### src/rtl/uart_pkg.sv
// Shared UART definitions: FSM state encoding, data width and default bit timing.
// The PARITY state exists only when UART_RX_PARITY_EN is defined.
package uart_pkg;

    localparam int DATA_W               = 8;
    localparam int DEFAULT_CLKS_PER_BIT = 434;

    typedef enum logic [2:0] {
        IDLE   = 3'd0,
        START  = 3'd1,
        DATA   = 3'd2,
`ifdef UART_RX_PARITY_EN
        PARITY = 3'd3,
`endif
        STOP   = 3'd4
    } uart_state_t;

endpackage

### src/rtl/rx_sync.sv
// Two-flop synchronizer for the asynchronous serial line; resets to the idle (high) level.
module rx_sync (
    input  logic clock,
    input  logic reset,
    input  logic d,
    output logic q
);

    logic meta;

    always_ff @(posedge clock or posedge reset) begin
        if (reset) begin
            meta <= 1'b1;
            q    <= 1'b1;
        end else begin
            meta <= d;
            q    <= meta;
        end
    end

endmodule

### src/rtl/uart_rx.sv
// 8N1 UART receiver with single-byte holding register, Valid/Ready handoff and sticky
// error flags. Define UART_RX_PARITY_EN to add an even-parity bit and Parity_err.
module uart_rx
    import uart_pkg::*;
#(
    parameter int CLKS_PER_BIT = DEFAULT_CLKS_PER_BIT
) (
    input  logic              clock,
    input  logic              reset,
    input  logic              Rx,
    input  logic              Ready,
    input  logic              Clear,
    output logic [DATA_W-1:0] Data_out,
    output logic              Valid,
    output logic              Overrun,
    output logic              Frame_err
`ifdef UART_RX_PARITY_EN
    ,
    output logic              Parity_err
`endif
);

    localparam logic [15:0] HALF    = 16'(CLKS_PER_BIT / 2);
    localparam logic [15:0] FULL_M1 = 16'(CLKS_PER_BIT - 1);

    uart_state_t       state_q, state_d;
    logic [15:0]       cnt_q, cnt_d;
    logic [2:0]        bit_q, bit_d;
    logic [DATA_W-1:0] shift_q, shift_d;
    logic              rx_s, rx_prev;
    logic [2:0]        settle;
    logic              armed, expired;
    logic              deliver, frm_set;
`ifdef UART_RX_PARITY_EN
    logic              par_bad_q, par_bad_d, par_set;
`endif

    rx_sync u_sync (
        .clock (clock),
        .reset (reset),
        .d     (Rx),
        .q     (rx_s)
    );

    // Edge detection waits until rx_prev reflects the real line, so a line held low
    // across reset release is not mistaken for a start bit.
    assign armed   = settle[2];
    assign expired = (cnt_q == 16'd0);

    always_ff @(posedge clock or posedge reset) begin
        if (reset) begin
            state_q   <= IDLE;
            cnt_q     <= '0;
            bit_q     <= '0;
            shift_q   <= '0;
            rx_prev   <= 1'b1;
            settle    <= '0;
`ifdef UART_RX_PARITY_EN
            par_bad_q <= 1'b0;
`endif
        end else begin
            state_q   <= state_d;
            cnt_q     <= cnt_d;
            bit_q     <= bit_d;
            shift_q   <= shift_d;
            rx_prev   <= rx_s;
            settle    <= {settle[1:0], 1'b1};
`ifdef UART_RX_PARITY_EN
            par_bad_q <= par_bad_d;
`endif
        end
    end

    always_comb begin
        state_d   = state_q;
        cnt_d     = expired ? cnt_q : cnt_q - 16'd1;
        bit_d     = bit_q;
        shift_d   = shift_q;
        deliver   = 1'b0;
        frm_set   = 1'b0;
`ifdef UART_RX_PARITY_EN
        par_bad_d = par_bad_q;
        par_set   = 1'b0;
`endif
        case (state_q)
            IDLE: begin
                cnt_d = '0;
                if (armed && rx_prev && !rx_s) begin
                    state_d = START;
                    cnt_d   = HALF;
                end
            end
            START: if (expired) begin
                if (!rx_s) begin
                    state_d = DATA;
                    cnt_d   = FULL_M1;
                    bit_d   = '0;
                end else begin
                    state_d = IDLE;
                end
            end
            DATA: if (expired) begin
                shift_d = {rx_s, shift_q[DATA_W-1:1]};
                cnt_d   = FULL_M1;
                bit_d   = bit_q + 3'd1;
`ifdef UART_RX_PARITY_EN
                if (bit_q == 3'd7) state_d = PARITY;
`else
                if (bit_q == 3'd7) state_d = STOP;
`endif
            end
`ifdef UART_RX_PARITY_EN
            PARITY: if (expired) begin
                par_bad_d = rx_s != (^shift_q);
                cnt_d     = FULL_M1;
                state_d   = STOP;
            end
`endif
            STOP: if (expired) begin
                state_d = IDLE;
                cnt_d   = '0;
                if (!rx_s) frm_set = 1'b1;
`ifdef UART_RX_PARITY_EN
                else if (par_bad_q) par_set = 1'b1;
`endif
                else deliver = 1'b1;
            end
            default: state_d = IDLE;
        endcase
    end

    // Holding register: a new byte replaces the old one only if the old one is
    // consumed on that same edge; otherwise it is dropped and Overrun is raised.
    always_ff @(posedge clock or posedge reset) begin
        if (reset) begin
            Data_out   <= '0;
            Valid      <= 1'b0;
            Overrun    <= 1'b0;
            Frame_err  <= 1'b0;
`ifdef UART_RX_PARITY_EN
            Parity_err <= 1'b0;
`endif
        end else begin
            if (deliver && (!Valid || Ready)) begin
                Data_out <= shift_q;
                Valid    <= 1'b1;
            end else if (Valid && Ready) begin
                Valid    <= 1'b0;
            end
            Overrun    <= (Overrun & ~Clear) | (deliver & Valid & ~Ready);
            Frame_err  <= (Frame_err & ~Clear) | frm_set;
`ifdef UART_RX_PARITY_EN
            Parity_err <= (Parity_err & ~Clear) | par_set;
`endif
        end
    end

endmodule
### config.mk
export PLATFORM = sky130hd
export DESIGN_NAME = uart_rx
export DESIGN_NICKNAME = d
export VERILOG_FILES = /design/src/rtl/uart_pkg.sv /design/src/rtl/rx_sync.sv /design/src/rtl/uart_rx.sv
export SDC_FILE = /design/constraint.sdc
export NUM_CORES = 1
export LEC_CHECK = 0
export ABC_AREA = 0
export BUFFER_PORTS_ARGS = -buffer_cell sky130_fd_sc_hd__buf_2
export CORE_UTILIZATION = 60
export DETAILED_ROUTE_END_ITERATION = 10
export GPL_TIMING_DRIVEN = 0
export PLACE_DENSITY = 0.79
export SLEW_MARGIN = 10
export SYNTH_ARGS = -nofsm -noshare
export SYNTH_HDL_FRONTEND = slang
export SYNTH_HIERARCHICAL = 1
export SYNTH_SLANG_ARGS = --single-unit
### constraint.sdc
create_clock -name clock -period 4.1 [get_ports clock]
set_input_delay 0.82 -clock clock [delete_from_list [all_inputs] [get_ports clock]]
set_output_delay 0.82 -clock clock [all_outputs]
set_load 0.005 [all_outputs]
==> results of run 1 <==
worst register-to-register path: cells and delay by family, from the launching register on:
kind                       cells  cell delay [ns]
and+or+nand+nor                3             1.06
adders and majority gates      1             0.20
DFF                            1             0.46
buffers and inverters          3             0.43
AOI/OAI and AO/OA              4             0.63
metal layers:
layer,vias up,share of wire [%],global-route usage (%),routed length (µm)
li1,747,-,-,-
met1,774,43,29.3,1700
met4,0,1.7,7.85,67
met3,7,3.4,4.93,135
met2,27,52,39.7,2030
met5,-,0,0,0
power by group:
| group | internal, mW | switching (mW) | leakage [nW] | total (mW) |
|---|---|---|---|---|
| Sequential | 0.543 | 0.0727 | 0.629 | 0.616 |
| Clock | 0.130 | 0.149 | 0.0418 | 0.279 |
| Combinational | 0.312 | 0.465 | 0.507 | 0.777 |
through the flow:
stage / hold slack, ns / cells / util, % / total power [mW] / worst slack [ns]
2_1_floorplan: 0.331 / 198 / - / 1.23 / 1.51
4_1_cts: 0.370 / 268 / 71.3 / 1.67 / 1.26
3_3_place_gp: 0.341 / 259 / 68.3 / 1.34 / 1.36
5_1_grt: 0.360 / 268 / 71.3 / 1.80 / 1.09
6_report: 0.369 / 268 / 71.3 / 1.67 / 1.22
3_5_place_dp: 0.342 / 260 / 68.9 / 1.39 / 1.27
layout make-up:
| class | instances | area [µm²] | area share, % |
|---|---|---|---|
| inverters | 10 | 37.5 | 1.54 |
| clock buffers | 5 | 37.5 | 1.54 |
| clock inverters | 3 | 46.3 | 1.90 |
| flip-flops and latches | 47 | 1180 | 48.4 |
| plain buffers | 7 | 43.8 | 1.80 |
| well taps | 46 | 57.6 | 2.36 |
| repair buffers | 16 | 95.1 | 3.90 |
| multi-input cells | 134 | 938 | 38.5 |
synthesized netlist by cell type, types with 2 or more instances:
master | instances | area, µm²
dfrtp_1 | 44 | 1100
nor2_1 | 16 | 60.1
nand2_1 | 11 | 41.3
mux2_2 | 10 | 113
inv_1 | 9 | 33.8
o21ai_0 | 9 | 45.0
mux2_1 | 7 | 78.8
nor3_1 | 7 | 35.0
xnor2_1 | 7 | 61.3
a21oi_1 | 6 | 30.0
ha_1 | 5 | 62.6
nand3_1 | 5 | 25.0
or3_1 | 5 | 31.3
a22o_1 | 3 | 26.3
clkbuf_1 | 3 | 11.3
dfstp_2 | 3 | 78.8
nand2b_1 | 3 | 18.8
nor3b_1 | 3 | 22.5
a211oi_1 | 2 | 15.0
a31oi_1 | 2 | 12.5
and3_1 | 2 | 12.5
buf_2 | 2 | 10.0
buf_6 | 2 | 22.5
mux2i_1 | 2 | 20.0
nand4_1 | 2 | 12.5
nor2_4 | 2 | 22.5
nor2b_1 | 2 | 12.5
nor4_1 | 2 | 12.5
or2_2 | 2 | 12.5
or4_1 | 2 | 15.0
worst max path at each step:
stage | end | slack [ns] | cells after the start
global route | cnt_q[0] | 1.09 | 11
detailed placement | cnt_q[0] | 1.27 | 11
global placement | cnt_q[0] | 1.36 | 11
CTS | cnt_q[0] | 1.26 | 11
finish | cnt_q[0] | 1.22 | 11
floorplan | cnt_q[0] | 1.51 | 11
kinds of logic after synthesis:
logic type / share of synthesized area (%)
and+or+nand+nor: 17.1
xor gates and xnor gates: 3.19
AOI/OAI and AO/OA: 9.78
adders and majority gates: 2.84
DFF: 53.6
muxes: 9.61
other: 0.170
buffers and inverters: 3.70
sequential cells by signal, summed over array words and instances (netlist names):
signal / flops
cnt_q: 16
Data_out: 8
shift_q: 8
bit_q: 3
settle: 3
state_q: 3
Frame_err: 1
Overrun: 1
Valid: 1
rx_prev: 1
u_sync/meta: 1
u_sync/q: 1
==> out/results.tsv, run 1 <==
stage	metric	value	unit
outcome	status	finished, final reports clean	
setup_path	largest fanout on the critical path	11	
global_route	vias in the first global route	1620	
setup_path	Worst R2R Start	cnt_q[3]	
synthesis	Syn Inst Count	198	
sta	min Tclk post-route	2.88	ns
setup_path	Slowest-stage cell, CP	or4_1	
sta	fin crit share	70.2	%
clock_tree	clk slew on worst S/H paths	0.13	ns
cells_and_area	most frequent cells in the layout	dfrtp_1 (44), buf_2 (17), nor2_1 (16)	
cells_and_area	Layout area overhead	10.8	%
setup_path	Setup crit start	cnt_q[3]	
setup_path	reg2reg end	cnt_q[0]	
cells_and_area	fin nets	231	
sta	RSZ-0062 raised after global routing	no	
synthesis	distinct cell type count after synthesis	48	
min_path	worst hold path class	in2async	
clock_tree	# hold bufs at CTS	0	
setup_path	WP data arrival	3.13	ns
routing	1st-iter DRT viols	103	
global_route	largest net degree at the start of global routing	36	
sta	final clock skew	0.0122	ns
floorplanning	die width	62.5	µm
synthesis	post-synthesis sequential area ratio	53.6	%
setup_path	CP startpoint kind	register	
clock_tree	Clock Path Buffers	2	
cells_and_area	commonest non-fill, non-tap cell in the layout	dfrtp_1	
clock_tree	CTS tree	yes	
clock_tree	CTS sink cnt	47	
floorplanning	Die Y	62.5	µm
global_route	gr usage total	23.2	%
synthesis	#FFs+latches synth	47	
clock_tree	Post-CTS Resized	0	
sta	fmax	0.347	GHz
place	RD Place Congestion	0.866	
synthesis	Netlist Area Pre-Place	2200	µm²
routing	antenna-violating nets left	0	
floorplanning	I/O pin total	16	
setup_path	reg-to-reg slack, setup	1.22	ns
synthesis	Post-synth EDFFs	0	
setup_path	Setup crit end kind	register	
place	port bufs	15	
cells_and_area	design area	2440	µm²
sta	Final Setup Violations	0	
setup_path	crit-path leading delay family	simple AND/OR/NAND/NOR gates	
setup_path	CP cell instances	or4_1, or3_1, buf_6, nor2_4, inv_2, buf_2, ha_1, o21ai_0, a22o_1, a22oi_1, a31o_2	
clock_tree	clock latency on the worst-skew pair	0.36	ns
power_and_ir_drop	P_leak	1.18	nW
place	DP Area	2350	µm²
routing	detailed-route via count	1555	
cells_and_area	fillers	259	
sta	setup tns final	0	ns
routing	First-pass DRT Iterations	4	
clock_tree	Num CTS Buffers	5	
routing	drt total wl	3.94	mm
routing	WL/cell	14.7	µm
floorplanning	Die ar.	3910	µm²
clock_tree	CTS Root Cell	clkbuf_4	
sta	Slew Limit Fails	0	
power_and_ir_drop	VDD IR-drop max	557	µV
setup_path	worst reg-to-reg path cell count	11	
floorplanning	Core ar.	3420	µm²
clock_tree	setup bufs post-CTS	0	
sta	Slew @ Worst Pin	0.584	ns
floorplanning	Core Rows	21	
synthesis	Ys Warns	6	
synthesis	Avg Cell Area, Syn	11.1	µm²
global_route	first-pass GRT wire length	7.12	mm
routing	Vias/cell	5.80	
synthesis	Async S/R FF share, synth	100	%
power_and_ir_drop	Cell Pwr Density	687	nW/µm²
setup_path	Worst Path Buf+Inv	3	
routing	drt drc	0	
cells_and_area	layout cells sized above 1	22.5	%
global_route	GRT overflow	0	
setup_path	max incr delay on CP	0.56	ns
setup_path	critical path type	reg2reg	
global_route	number of antenna violations at the first check in global routing	0	
cells_and_area	ant diodes	0	
job	number of max-cap violations	0	
synthesis	Most used DFF post-synth	dfrtp_1	
sta	Slew HR	60.7	%
place	dpl hpwl	2.90	mm
clock_tree	H-tree level count	2	
synthesis	net count of the mapped netlist	208	
floorplanning	Initial Util	64.4	%
sta	Fin. Hold Viols	0	
setup_path	CP required	4.36	ns
Note: power is estimated with default switching activity, not from simulation.
==> run 2, diff against run 1 <==
--- a/config.mk
+++ b/config.mk
@@ -7,10 +7,10 @@
 export LEC_CHECK = 0
 export ABC_AREA = 0
 export BUFFER_PORTS_ARGS = -buffer_cell sky130_fd_sc_hd__buf_2
-export CORE_UTILIZATION = 60
+export CORE_UTILIZATION = 59
 export DETAILED_ROUTE_END_ITERATION = 10
 export GPL_TIMING_DRIVEN = 0
-export PLACE_DENSITY = 0.79
+export PLACE_DENSITY = 0.78
 export SLEW_MARGIN = 10
 export SYNTH_ARGS = -nofsm -noshare
 export SYNTH_HDL_FRONTEND = slang
==> constraint.sdc (replaced) <==
create_clock -name clock -period 2.7 [get_ports clock]
set_input_delay 0.54 -clock clock [delete_from_list [all_inputs] [get_ports clock]]
set_output_delay 0.54 -clock clock [all_outputs]
set_load 0.005 [all_outputs]
==> run 2 against run 1 <==
  * Total power rose by 54%
  * Critical path type unchanged
  * Critical path depth fell by 1
  * Final area rose by 1.2%
  * Clock-buffer cell count did not move
  * Clock skew fell by 0.0042 ns
  * Routed wire length rose by 3.5%
  * Worst hold slack got worse by 0.17 ns
  * Maximum frequency rose by 11%
  * Via count rose by 0.96%
==> out/results.tsv, run 2 (same netlist as run 1, synthesis figures left out) <==
stage	metric	value	unit	change
outcome	status	finished, final reports clean		
sta	fmax	0.385	GHz	+11%
floorplanning	die width	63.1	µm	+0.82%
floorplanning	Initial Util	63.9	%	-0.49 points
setup_path	Slowest-stage cell, CP	or4_1		
routing	Routed met3 length	122	µm	-9.6%
cells_and_area	Largest register FFs	16		unchanged
place	dpl hpwl	2.99	mm	+3.0%
clock_tree	Num CTS Buffers	5		unchanged
power_and_ir_drop	P_leak	1.19	nW	+1.0%
setup_path	crit-path leading delay family	simple AND/OR/NAND/NOR gates		
cells_and_area	most frequent cells in the layout	dfrtp_1 (43), nor2_1 (16), buf_2 (16)		
cells_and_area	commonest non-fill, non-tap cell in the layout	dfrtp_1		
clock_tree	CTS Root Cell	clkbuf_8		
global_route	number of antenna violations at the first check in global routing	0		unchanged
routing	WL met1	1.78	mm	+4.5%
sta	fin crit share	96.1	%	+26 points
clock_tree	CTS tree	yes		
setup_path	CP required	2.90	ns	-1.46 ns
cells_and_area	Largest regs	cnt_q: 16 flops, Data_out: 8 flops, shift_q: 8 flops		
sta	Slew Limit Fails	0		unchanged
global_route	gr usage total	23.5	%	+0.25 points
global_route	first-pass GRT wire length	7.18	mm	+0.79%
power_and_ir_drop	Cell Pwr Density	1050	nW/µm²	+52%
setup_path	critical path type	reg2reg		
global_route	GRT overflow	0		unchanged
floorplanning	Die ar.	3980	µm²	+1.7%
sta	min Tclk post-route	2.59	ns	-0.284 ns
sta	Slew HR	58.2	%	-2.6 points
clock_tree	# hold bufs at CTS	0		unchanged
setup_path	CP startpoint kind	register		
setup_path	reg-to-reg slack, setup	0.11	ns	-1.12 ns
routing	detailed-route via count	1570		+0.96%
routing	Top Metal Used	met4		
routing	1st-iter DRT viols	103		unchanged
routing	drt drc	0		unchanged
sta	final clock skew	0.00803	ns	-0.00416 ns
clock_tree	clk slew on worst S/H paths	0.09	ns	-0.04 ns
min_path	worst hold path class	in2async		
sta	Final Setup Violations	0		unchanged
power_and_ir_drop	Tot Pwr	2.58	mW	+54%
routing	routed wl met2	2.09	mm	+2.9%
sta	Fin. Hold Viols	0		unchanged
routing	antenna-violating nets left	0		unchanged
cells_and_area	ant diodes	0		unchanged
cells_and_area	largest reg by FF count	cnt_q		
routing	WL/cell	15.1	µm	+2.7%
floorplanning	Die Y	63.1	µm	+0.82%
cells_and_area	layout cells sized above 1	23.7	%	+1.1 points
place	port bufs	15		unchanged
clock_tree	CTS sink cnt	47		unchanged
cells_and_area	fin nets	233		+0.87%
clock_tree	H-tree level count	2		unchanged
sta	Final Hold Slack	0.196	ns	-0.173 ns
sta	Slew @ Worst Pin	0.612	ns	+0.0280 ns
floorplanning	I/O pin total	16		unchanged
routing	Vias/cell	5.81		+0.22%
setup_path	WP data arrival	2.79	ns	-0.34 ns
clock_tree	Clock Path Buffers	2		unchanged
global_route	largest net degree at the start of global routing	34		-5.6%
routing	First-pass DRT Iterations	6		+2
setup_path	Setup crit end kind	register		
setup_path	largest fanout on the critical path	14		+3
place	RD Place Congestion	0.890		+2.8%
floorplanning	Core Rows	21		unchanged
cells_and_area	fillers	263		+1.5%
setup_path	CP cell instances	or4_1, or3_1, buf_6, nor2_4, inv_4, ha_1, o21ai_1, a22o_1, a22oi_1, a31o_2		
clock_tree	clock latency on the worst-skew pair	0.30	ns	-0.06 ns
job	number of max-cap violations	0		unchanged
setup_path	max incr delay on CP	0.54	ns	-0.02 ns
global_route	vias in the first global route	1581		-2.4%
power_and_ir_drop	VDD IR-drop max	616	µV	+10%
floorplanning	Core ar.	3440	µm²	+0.77%
cells_and_area	Layout area overhead	12.1	%	
setup_path	Worst Path Buf+Inv	2		-1
routing	drt total wl	4.07	mm	+3.5%
[run 2: cell types whose count changed in the layout (fill, tap and decap cells not counted)]
cell / previous run / this run
clkbuf_4: 5 / 0
clkbuf_8: 0 / 5
buf_4: 0 / 3
buf_2: 17 / 16
bufinv_16: 1 / 0
clkinvlp_4: 1 / 2
dfrtp_1: 44 / 43
dfrtp_2: 0 / 1
inv_2: 2 / 1
inv_4: 0 / 1
o21ai_0: 9 / 8
o21ai_1: 1 / 2
[run 2: repair_timing]
item	in CTS	in global routing
setup buffers	0	3
pin swaps	0	1
resized for setup	2	1
endpoints found under the hold margin	0	0
endpoints found under the setup margin	1	1
[run 2: cell type report]
class,count,area [µm²],share of cell area [%]
inverter,10,40.0,1.62
buffer,6,38.8,1.57
timing repair buffer,19,118,4.77
tap,46,57.6,2.33
multi-input combinational,134,938,38.1
sequential,47,1180,47.9
clock inverter,3,23.8,0.964
clock buffer,5,68.8,2.79
[run 2: layer usage]
layer	vias to the layer above	global-route usage, %
met1	772	29.0
met4	0	8.72
met5	-	0
li1	755	-
met2	32	40.7
met3	11	4.35
[run 2: worst register-to-register path, cell delays in order, from the launching register on]
cell and delay, ns:
dfrtp_2 0.45, or4_1 0.54, or3_1 0.34, buf_6 0.15
nor2_4 0.14, inv_4 0.10, ha_1 0.20, o21ai_1 0.12
a22o_1 0.15, a22oi_1 0.07, a31o_2 0.23
[run 2: through the flow]
step	setup slack (ns)	instance area, µm²	utilization [%]	setup TNS [ns]	std cells
final	0.106	2470	71.6	0	270
after detailed placement	-0.109	2350	68.3	-0.109	260
after global placement	-0.0453	2330	67.8	-0.0453	259
after CTS	0.0179	2440	71.0	0	267
after floorplan	0.115	2200	-	0	198
after global routing	-0.00676	2470	71.6	-0.00676	270
[run 2: power by group]
| group | leakage [nW] | switching, mW | internal [mW] |
|---|---|---|---|
| Sequential | 0.627 | 0.113 | 0.827 |
| Clock | 0.0408 | 0.240 | 0.185 |
| Combinational | 0.521 | 0.720 | 0.498 |
| Total | 1.19 | 1.07 | 1.51 |
[run 2: final timing paths]
kind                            from           to  cells after the start
setup / recovery            cnt_q[3]     cnt_q[0]                     10
min in group clock                Rx  u_sync/meta                      1
hold / removal                 reset        Valid                      2
max in group asynchronous      reset      rx_prev                      3
setup reg to reg            cnt_q[3]     cnt_q[0]                     10
hold reg to reg            settle[1]    settle[2]                      0
==> run 3, diff against run 2 <==
--- a/config.mk
+++ b/config.mk
@@ -6,7 +6,7 @@
 export NUM_CORES = 1
 export LEC_CHECK = 0
 export ABC_AREA = 0
-export BUFFER_PORTS_ARGS = -buffer_cell sky130_fd_sc_hd__buf_2
+export BUFFER_PORTS_ARGS = -buffer_cell sky130_fd_sc_hd__buf_4
 export CORE_UTILIZATION = 59
 export DETAILED_ROUTE_END_ITERATION = 10
 export GPL_TIMING_DRIVEN = 0
==> run 3 against run 2 <==
  * Die area is the same
  * Total power grew 3.1%
  * Sequential power shrank 1%
  * Clock power grew 22%
==> out/results.tsv, run 3 (same netlist as run 1, synthesis figures left out) <==
stage	metric	value	unit	change
floorplanning	die width	63.1	µm	unchanged
setup_path	Slowest-stage cell, CP	or4_1		
cells_and_area	fin nets	233		unchanged
routing	Vias/cell	5.74		-1.3%
global_route	vias in the first global route	1544		-2.3%
routing	1st-iter DRT viols	114		+11%
place	DP Area	2390	µm²	+1.6%
cells_and_area	ant diodes	0		unchanged
clock_tree	clock latency on the worst-skew pair	0.30	ns	about the same
floorplanning	Core Rows	21		unchanged
cells_and_area	design area	2530	µm²	+2.4%
place	dpl hpwl	2.92	mm	-2.2%
clock_tree	clk slew on worst S/H paths	0.09	ns	about the same
sta	Fin. Hold Viols	0		unchanged
outcome	status	finished, final reports clean		
routing	First-pass DRT Iterations	4		-2
clock_tree	CTS Root Cell	clkbuf_8		
place	RD Place Congestion	0.867		-2.6%
sta	Slew @ Worst Pin	0.631	ns	+0.0189 ns
sta	setup tns final	0	ns	unchanged
cells_and_area	Largest register FFs	16		unchanged
cells_and_area	most frequent cells in the layout	dfrtp_1 (44), buf_4 (18), nor2_1 (16)		
clock_tree	H-tree level count	2		unchanged
place	port bufs	15		unchanged
power_and_ir_drop	Tot Pwr	2.66	mW	+3.1%
cells_and_area	Largest regs	cnt_q: 16 flops, Data_out: 8 flops, shift_q: 8 flops		
sta	min Tclk post-route	2.57	ns	-0.0261 ns
floorplanning	Die ar.	3980	µm²	unchanged
setup_path	crit-path leading delay family	simple AND/OR/NAND/NOR gates		
power_and_ir_drop	Cell Pwr Density	1050	nW/µm²	+0.70%
job	number of max-cap violations	0		unchanged
cells_and_area	largest reg by FF count	cnt_q		
sta	fmax	0.389	GHz	+1.0%
global_route	largest net degree at the start of global routing	34		unchanged
clock_tree	Num CTS Buffers	5		unchanged
setup_path	max incr delay on CP	0.56	ns	+0.02 ns
power_and_ir_drop	P_leak	1.21	nW	+1.8%
setup_path	CP cell instances	or4_1, or3_1, buf_6, nor2_4, inv_4, ha_1, o21ai_1, a22o_1, a22oi_1, a31o_2		
routing	drt total wl	3.99	mm	-2.1%
floorplanning	Initial Util	63.9	%	unchanged
routing	antenna-violating nets left	0		unchanged
floorplanning	I/O pin total	16		unchanged
setup_path	Setup crit end kind	register		
sta	final clock skew	0.00759	ns	-0.000448 ns
power_and_ir_drop	VDD IR-drop max	680	µV	+10%
global_route	GRT overflow	0		unchanged
setup_path	critical path type	reg2reg		
cells_and_area	commonest non-fill, non-tap cell in the layout	dfrtp_1		
global_route	gr usage total	22.5	%	-0.92 points
clock_tree	CTS tree	yes		
sta	Final Setup Violations	0		unchanged
global_route	first-pass GRT wire length	6.84	mm	-4.6%
cells_and_area	fillers	243		-7.6%
routing	drt drc	0		unchanged
sta	RSZ-0062 raised after global routing	no		
min_path	worst hold path class	in2async		
global_route	number of antenna violations at the first check in global routing	0		unchanged
floorplanning	Die Y	63.1	µm	unchanged
sta	Slew HR	56.9	%	-1.3 points
setup_path	CP startpoint kind	register		
floorplanning	Core ar.	3440	µm²	unchanged
clock_tree	CTS sink cnt	47		unchanged
setup_path	CP required	2.90	ns	about the same
routing	WL/cell	14.8	µm	-2.1%
routing	detailed-route via count	1549		-1.3%
cells_and_area	layout cells sized above 1	23.2	%	-0.45 points
setup_path	Worst Path Buf+Inv	2		unchanged
setup_path	largest fanout on the critical path	14		unchanged
setup_path	WP data arrival	2.77	ns	-0.02 ns
cells_and_area	Layout area overhead	14.8	%	
sta	Slew Limit Fails	0		unchanged
sta	fin crit share	95.1	%	-0.97 points
clock_tree	Clock Path Buffers	2		unchanged
-- run 3: through the flow --
step / hold slack, ns / std cells / setup WS (ns) / utilization (%)
CTS: 0.191 / 268 / 0.0369 / 72.9
finish: 0.190 / 270 / 0.132 / 73.4
floorplan: 0.331 / 198 / 0.115 / -
detailed placement: 0.342 / 260 / -0.0968 / 69.4
global route: 0.202 / 270 / 0.0151 / 73.4
global placement: 0.337 / 259 / -0.0441 / 68.8
-- run 3: timing repair --
| item | CTS | global route |
|---|---|---|
| pin swaps | 0 | 1 |
| hold buffers | 0 | 0 |
| buffers inserted | 1 | 2 |
| resized for setup | 0 | 2 |
| setup endpoints to repair | 1 | 1 |
-- run 3: path summary, 6_finish.rpt --
kind	from	endpoint	slack, ns	cells after the start
setup / recovery	cnt_q[6]	cnt_q[0]	0.13	10
hold / removal	reset	Frame_err	0.19	2
setup reg to reg	cnt_q[6]	cnt_q[0]	0.13	10
hold reg to reg	settle[1]	settle[2]	0.36	0
max in group asynchronous	reset	rx_prev	1.98	3
min in group clock	Rx	u_sync/meta	0.34	1
-- run 3: cell type report --
| type | instances | area (µm²) | share of cell area, % |
|---|---|---|---|
| Sequential cell | 47 | 1180 | 46.7 |
| Multi-Input combinational cell | 134 | 938 | 37.1 |
| Timing Repair Buffer | 19 | 155 | 6.14 |
| Clock buffer | 5 | 68.8 | 2.72 |
| Tap cell | 46 | 57.6 | 2.28 |
| Clock inverter | 3 | 47.5 | 1.88 |
| Inverter | 10 | 40.0 | 1.58 |
| Buffer | 6 | 38.8 | 1.54 |
-- run 3: layer usage --
layer,up-vias,GRT usage [%],part of all wire (%)
li1,749,-,-
met1,771,27.2,44
met2,24,38.7,52
met3,5,5.43,2.8
met4,0,8.72,1.2
met5,-,0,0
-- run 3: where the power goes --
group / internal, mW / leakage (nW) / switching, mW / total (mW)
clock network: 0.280 / 0.0587 / 0.240 / 0.520
registers: 0.826 / 0.629 / 0.102 / 0.927
logic: 0.500 / 0.523 / 0.716 / 1.22
total: 1.61 / 1.21 / 1.06 / 2.66
